`src/rtl/writeback_queue.sv`:
```
// writeback_queue: in-order pending-write FIFO feeding the register-file write port, with rs/rt forwarding
module writeback_queue #(
  parameter int DEPTH = 4
) (
  input  logic                     clk,
  input  logic                     rst_n,
  input  logic                     wb_valid,
  input  logic [4:0]               wb_rd,
  input  logic [31:0]              wb_data,
  output logic                     wb_ready,
  input  logic                     drain_en,
  output logic                     regWrite,
  output logic [4:0]               rd,
  output logic [31:0]              writeData,
  input  logic [4:0]               rs,
  input  logic [4:0]               rt,
  output logic                     fwd1_hit,
  output logic                     fwd2_hit,
  output logic [31:0]              fwd1_data,
  output logic [31:0]              fwd2_data,
  output logic [$clog2(DEPTH):0]   count
);
  localparam int AW = $clog2(DEPTH);
  localparam logic [AW:0] Full = (AW+1)'(DEPTH);
  logic [4:0]    rdMem   [DEPTH];
  logic [31:0]   dataMem [DEPTH];
  logic [AW-1:0] wrPtr, rdPtr;
  logic          push, pop;
  assign wb_ready  = count != Full;
  assign push      = wb_valid && wb_ready && wb_rd != 5'd0;
  assign regWrite  = count != '0 && drain_en;
  assign pop       = regWrite;
  assign rd        = count != '0 ? rdMem[rdPtr] : 5'd0;
  assign writeData = count != '0 ? dataMem[rdPtr] : 32'd0;
  always_ff @(posedge clk or negedge rst_n) begin
    if (!rst_n) begin
      wrPtr <= '0;
      rdPtr <= '0;
      count <= '0;
    end else begin
      if (push) wrPtr <= wrPtr + 1'b1;
      if (pop) rdPtr <= rdPtr + 1'b1;
      if (push && !pop) count <= count + 1'b1;
      else if (!push && pop) count <= count - 1'b1;
    end
  end
  always_ff @(posedge clk) begin
    if (push) begin
      rdMem[wrPtr]   <= wb_rd;
      dataMem[wrPtr] <= wb_data;
    end
  end
  // Walk oldest to youngest so the last match is the youngest
  always_comb begin
    fwd1_hit  = 1'b0;
    fwd2_hit  = 1'b0;
    fwd1_data = 32'd0;
    fwd2_data = 32'd0;
    for (int i = 0; i < DEPTH; i++) begin
      if ((AW+1)'(i) < count && rs != 5'd0 && rdMem[rdPtr + AW'(i)] == rs) begin
        fwd1_hit  = 1'b1;
        fwd1_data = dataMem[rdPtr + AW'(i)];
      end
      if ((AW+1)'(i) < count && rt != 5'd0 && rdMem[rdPtr + AW'(i)] == rt) begin
        fwd2_hit  = 1'b1;
        fwd2_data = dataMem[rdPtr + AW'(i)];
      end
    end
  end
endmodule

```
`config.mk`:
```
export PLATFORM = sky130hd
export DESIGN_NAME = writeback_queue
export DESIGN_NICKNAME = d
export VERILOG_FILES = /design/src/rtl/writeback_queue.sv
export SDC_FILE = /design/constraint.sdc
export NUM_CORES = 1
export LEC_CHECK = 0
export CAP_MARGIN = 30
export CELL_PAD_IN_SITES_DETAIL_PLACEMENT = 0
export CELL_PAD_IN_SITES_GLOBAL_PLACEMENT = 1
export CORE_MARGIN = 4
export CORE_UTILIZATION = 36
export DETAILED_ROUTE_END_ITERATION = 10
export PLACE_DENSITY_LB_ADDON = 0.1
export RECOVER_POWER = 25
export SYNTH_ARGS = -nofsm -noshare
export SYNTH_HDL_FRONTEND = slang
export SYNTH_SLANG_ARGS = --single-unit
```
`constraint.sdc`:
```
create_clock -name clk -period 7 [get_ports clk]
set_input_delay 1.05 -clock clk [delete_from_list [all_inputs] [get_ports clk]]
set_output_delay 1.05 -clock clk [all_outputs]
set_load 0.05 [all_outputs]
```
==> results of run 1 <==
## through the flow
step	hold WS, ns	cells	cell area, um^2
finish	0.662	1575	13600
global route	0.685	1575	13600
CTS	0.662	1575	13600
detailed placement	0.647	1543	13000
global placement	0.632	1541	12900
floorplan	0.580	1064	11200
## cells in the mapped netlist, drive strengths merged, types with 2 or more instances
cell type	number	share of area, %
nor2	156	5.2
edfxtp	148	40
mux2i	126	11
a21oi	72	3.2
nand2	70	2.4
mux2	65	6.6
buf	48	2.9
clkbuf	44	1.5
inv	38	1.3
o21ai	35	1.6
xnor2	35	2.8
o211ai	34	3.2
a22o	33	2.6
nand3	32	1.4
o221ai	29	2.8
mux4	20	4.1
xor2	11	0.86
and2	10	0.56
ha	9	1.0
dfrtp	7	1.6
nand4	7	0.50
nor3	6	0.27
or2	4	0.22
or3	4	0.22
or4	3	0.20
a311o	2	0.18
nor2b	2	0.11
nor4	2	0.38
nor4b	2	0.35
## cells in the final DEF, fill, tap and decap left out, drive strengths merged, types with 9 or more instances in the layout
master	Yosys	layout
clkbuf	44	18
xor2	11	11
o21ai	35	35
xnor2	35	35
mux2i	126	126
edfxtp	148	148
o211ai	34	34
o221ai	29	29
nand2	70	70
ha	9	9
a21oi	72	72
dlygate4sd3	0	27
buf	48	17
inv	38	40
and2	10	10
mux2	65	65
nor2	156	156
mux4	20	20
nand3	32	32
clkdlybuf4s50	0	131
a22o	33	33
## flip-flops by register name (all words and copies together) (netlist names)
register,count
count,3
dataMem,128
rdMem,20
rdPtr,2
wrPtr,2
## power by group through the flow
stage	clock, mW	sequential, mW	combinational (mW)
final	0.993	1.43	5.02
after global routing	1.05	1.46	5.37
after CTS	1.01	1.43	5.06
after detailed placement	0	1.45	5.04
after global placement	0	1.44	5.03
after floorplan	0	1.34	3.74
## cell type report
cell class                 count  area (um^2)
clock buffer                  18          429
clock inverter                14          195
fill                        2887        17000
inverter                      38          145
multi-input combinational    779         5960
sequential                   155         4630
tap                          396          495
timing repair buffer         175         1730
## how the worst min path moves through the flow
stage	startpoint	depth (start not counted)	end
6_report	wrPtr[1]	2	wrPtr[1]
5_1_grt	wrPtr[0]	2	wrPtr[0]
4_1_cts	wrPtr[0]	2	wrPtr[0]
3_5_place_dp	count[1]	2	count[1]
3_3_place_gp	count[1]	2	count[1]
2_1_floorplan	wrPtr[1]	2	wrPtr[1]
## cell families (layout without fill, tap and decap cells)
group                      after synthesis  in the layout  synth area share, %
muxes                                  211            211                 22.0
AOI/OAI and AO/OA                      212            212                 14.2
and+or+nand+nor                        301            301                 12.1
DFF                                    155            155                 41.4
xor gates and xnor gates                46             46                 3.68
adders and majority gates                9              9                 1.01
buffers and inverters                  130            245                 5.69
## worst reg2reg max path: cells and delay by family (launching register included)
kind	cells	cell delay, ns
flip-flops	1	0.54
adder cells (fa/ha/maj)	1	0.26
AND/OR/NAND/NOR	3	0.51
AO/OA/AOI/OAI	1	0.49
buffers and inverters	2	0.68
## routing by layer
metal / up-vias / global-route usage (%) / share of wire, %
met4: 2 / 4.91 / 1.3
met5: - / 0 / 0.037
li1: 4145 / - / -
met3: 26 / 2.59 / 3.9
met1: 4124 / 26.0 / 47
met2: 216 / 31.4 / 48
==> flow_summary_export.csv, run 1 <==
group,metric,value,unit
drt,wire_per_inst,20.5,um
drt,vias,8513,
sta,setup_viol,0,
pwr,power.total,7.44,mW
pwr,p_clk_share,13.4,%
sta,fin_ws,1.07,ns
floorplan,io_pins,159,
pwr,powerDensity,547,mW/mm^2
setup_path,criticalPathCategory,"register to output pin",
sta,fin_skew,0.00968,ns
placement,port_buffers,158,
setup_path,slowest_stage,"clkdlybuf4s50_1",
floorplan,row_count,64,
floorplan,die_area,0.0339,mm^2
global_route,grt_max_degree,87,
sta,fin_setup_tns,0,ns
placement,dp_hpwl,21.7,mm
layout,area_growth,21.7,%
clock_tree,clock_path_buffers,2,
synth,synth_edf_count,148,
synth,ys_warn_count,0,
pwr,swShare,51.7,%
setup_path,reg2regPathDepth,7,
layout,drive_gt1_share,15.5,%
floorplan,die_h,184,um
clock_tree,cts_tree,"yes",
layout,insertedDiodeCount,0,
floorplan,die_w,184,um
setup_path,endpoint,"fwd1_data[17]",
clock_tree,cts.clk_slew.worst_paths,0.06,ns
synth,syn_nets,1124,
setup_path,r2r-start,"count[0]",
sta,maxSlewViolCount,0,
pwr,p_seq_share,19.2,%
pwr,intPower,3.59,mW
global_route,grt_use_total,18.9,%
clock_tree,root_buffer,"clkbuf_16",
setup_path,worst-path-stages,7,
pwr,p_sw,3.84,mW
worst_hold_path,hold_class,"register to register",
synth,synth_async_sr_flop_share,4.52,%
run_status,status,"finished, final reports clean",
sta,relSlewSlack,33.6,%
clock_tree,cts_hold_buf,0,
drt,drt-initial-drc-count,446,
sta,clock.fmax,169,MHz
sta,fin_crit,5.93,ns
layout,final_util,44.4,%
setup_path,cp_max_fo,50,
setup_path,slowest_delay,0.88,ns
run,maxCapViolCount,0,
placement,place_ws,1.24,ns
drt,drcViolationCount,0,
clock_tree,cts-buffers-inserted,17,
sta,rsz0062_at_grt,"false",
pwr,peakVddDrop,0.283,mV
setup_path,critPathLaunchType,"register",
synth,avgSynthCellArea,10.5,um^2
setup_path,path_buf_inv,1,
synth,synthCells,1064,
drt,final_antenna_net_count,0,
floorplan,coreArea,0.0306,mm^2
pwr,p_comb_share,67.5,%
synth,ys_ff_latch,155,
placement,gp_congestion,0.796,
sta,fin_crit_sh,84.7,%
synth,syn_area,0.0112,mm^2
setup_path,crit_start,"rdPtr[0]",
layout,nNetsFinal,1226,
synth,yosysUniqueCellTypes,52,
drt,wirelength,32.3,mm
setup_path,cp_cell_sequence,"mux4_1 -> xnor2_1 -> nand4_1 -> nor2_1 -> nand2_2 -> o221ai_1 -> clkdlybuf4s50_1",
synth,ys_seq_area_share,41.4,%
drt,drt-pass1-iter-count,5,
synth,synthFlopType,"edfxtp_1",
setup_path,reg2reg_to,"dataMem[1][18]",
global_route,grt_pass1_wl,49.4,mm
clock_tree,post_cts_buffers,0,
global_route,grt.overflow.total,0,
setup_path,cp_data_arrival_time,4.88,ns
drt,viasPerCell,5.41,
clock_tree,ctsHtreeMaxLevel,4,
floorplan,start_util,36.5,%
sta,worst_slew_pin_slew,0.996,ns
clock_tree,clock-sinks,155,
clock_tree,insertion_delay,0.43,ns
setup_path,path_delay_family,"simple AND/OR/NAND/NOR gates",
global_route,grt_pass1_vias,8443,
pwr,total_leakage_power,5.17,nW
setup_path,reg2reg_slack,4.13,ns
setup_path,crit_required,5.95,ns
global_route,antenna_found_initial,1,
clock_tree,ctsResizeCount,0,
setup_path,cp-end-kind,"output pin",
sta,hold_viol_final,0,
Power figures use the tool's default switching activity.
==> run 2, diff against run 1 <==
- clock period: 7 -> 4.76 ns (I/O delays scaled with it)
==> flow_summary_export.csv, run 2 (same netlist as run 1, synthesis figures left out) <==
group,metric,value,unit
run_status,status,"finished, final reports clean",
clock_tree,clock_path_buffers,2,
placement,postPlaceCellArea,0.0135,mm^2
clock_tree,cts-buffers-inserted,17,
pwr,total_leakage_power,5.49,nW
global_route,grt_max_degree,130,
drt,drcViolationCount,0,
layout,mostFrequentLayoutCells,"nor2_1 (154), edfxtp_1 (148), mux2i_1 (126), a21oi_1 (72), nand2_1 (69)",
clock_tree,cts_tree,"yes",
layout,largest_reg_flops,128,
layout,regMostFlops,"dataMem",
sta,hold_viol_final,0,
drt,wire_per_inst,20.4,um
worst_hold_path,hold_class,"input port to async pin",
sta,fin_setup_tns,0,ns
sta,fin_skew,0.0146,ns
placement,gp_congestion,0.798,
clock_tree,clock-sinks,155,
placement,dp_hpwl,22.6,mm
layout,insertedDiodeCount,0,
sta,relSlewSlack,42.6,%
setup_path,reg2regPathDepth,7,
floorplan,row_count,64,
layout,final_area,0.0141,mm^2
floorplan,io_pins,159,
clock_tree,root_buffer,"clkbuf_16",
clock_tree,insertion_delay,0.42,ns
sta,fin_crit,4.49,ns
floorplan,die_h,184,um
layout,nNetsFinal,1242,
layout,drive_gt1_share,22.1,%
floorplan,coreArea,0.0306,mm^2
run,maxCapViolCount,0,
drt,drt-initial-drc-count,515,
sta,rsz0062_at_grt,"false",
floorplan,die_w,184,um
layout,final_common_cell,"nor2_1",
global_route,grt_use_total,18.9,%
sta,worst_slew_pin_slew,0.861,ns
layout,area_growth,26.1,%
floorplan,die_area,0.0339,mm^2
pwr,powerDensity,803,mW/mm^2
setup_path,r2r-start,"count[0]",
drt,viasPerCell,5.41,
global_route,grt.overflow.total,0,
sta,clock.fmax,223,MHz
setup_path,cp_data_arrival_time,3.77,ns
setup_path,crit_required,4.05,ns
sta,fin_crit_sh,94.3,%
clock_tree,cts_hold_buf,0,
global_route,grt_pass1_vias,8530,
sta,setup_viol,0,
drt,final_antenna_net_count,0,
clock_tree,ctsHtreeMaxLevel,4,
global_route,grt_pass1_wl,49.5,mm
drt,drt-pass1-iter-count,5,
floorplan,start_util,36.5,%
setup_path,reg2reg_slack,1.86,ns
setup_path,reg2reg_to,"dataMem[3][18]",
setup_path,endpoint,"fwd2_data[30]",
drt,vias,8600,
setup_path,critPathLaunchType,"register",
placement,port_buffers,158,
setup_path,crit_start,"rdPtr[0]",
global_route,antenna_found_initial,0,
sta,maxSlewViolCount,0,
drt,wirelength,32.4,mm
setup_path,cp-end-kind,"output pin",
setup_path,cp_max_fo,36,
pwr,peakVddDrop,0.531,mV
clock_tree,cts.clk_slew.worst_paths,0.06,ns
setup_path,criticalPathCategory,"register to output pin",
layout,reg.largest.list,"dataMem x128, rdMem x20, count x3",
run 2: layout make-up:
class / count / area (um^2)
timing repair buffer: 191 / 2260
inverter: 38 / 145
sequential: 155 / 4630
clock buffer: 17 / 425
multi-input combinational: 779 / 5960
clock inverter: 14 / 170
fill: 2843 / 16500
tap: 396 / 495
run 2: worst min path at each step:
stage	start	to	slack, ns	cells after the start
after detailed placement	wrPtr[0]	wrPtr[0]	0.62	2
final	rst_n	wrPtr[1]	0.63	1
after CTS	rst_n	wrPtr[1]	0.55	1
after floorplan	rst_n	count[0]	0.42	0
after global routing	rst_n	wrPtr[1]	0.64	1
after global placement	wrPtr[0]	wrPtr[0]	0.62	2
run 2: power breakdown:
group | switching, mW | internal [mW] | total, mW
clock | 0.550 | 0.824 | 1.37
sequential | 0.233 | 1.81 | 2.04
combinational | 4.94 | 2.95 | 7.89
run 2: through the flow:
stage               cells  hold WS (ns)  worst slack [ns]  util [%]  power (mW)
floorplan            1064         0.418              1.07         -        7.48
global placement     1557         0.618             0.395      44.0        9.99
detailed placement   1557         0.623             0.354      44.0        9.98
CTS                  1588         0.554            0.0137      46.0        11.4
global route         1590         0.636            0.0557      46.0        12.0
finish               1590         0.625             0.272      46.0        11.3
run 2: worst max-delay path, cell delays in order (launching register included):
cell and delay, ns:
dfrtp_4 0.74, mux4_1 0.69, xnor2_1 0.19, nand4_1 0.19, or4_2 0.70, buf_4 0.26, o211ai_1 0.12, a22o_1 0.28
buf_12 0.17
run 2: layer usage:
metal | up-vias | GRT usage (%) | part of all wire, %
li1 | 4179 | - | -
met4 | 0 | 3.25 | 0.89
met3 | 24 | 2.81 | 3.9
met1 | 4186 | 25.7 | 46
met2 | 211 | 32.6 | 49
met5 | - | 0 | 0
run 2: timing repair:
item,in CTS,in global routing
resized for setup,0,1
endpoints found under the setup margin,0,31
buffers inserted,0,2
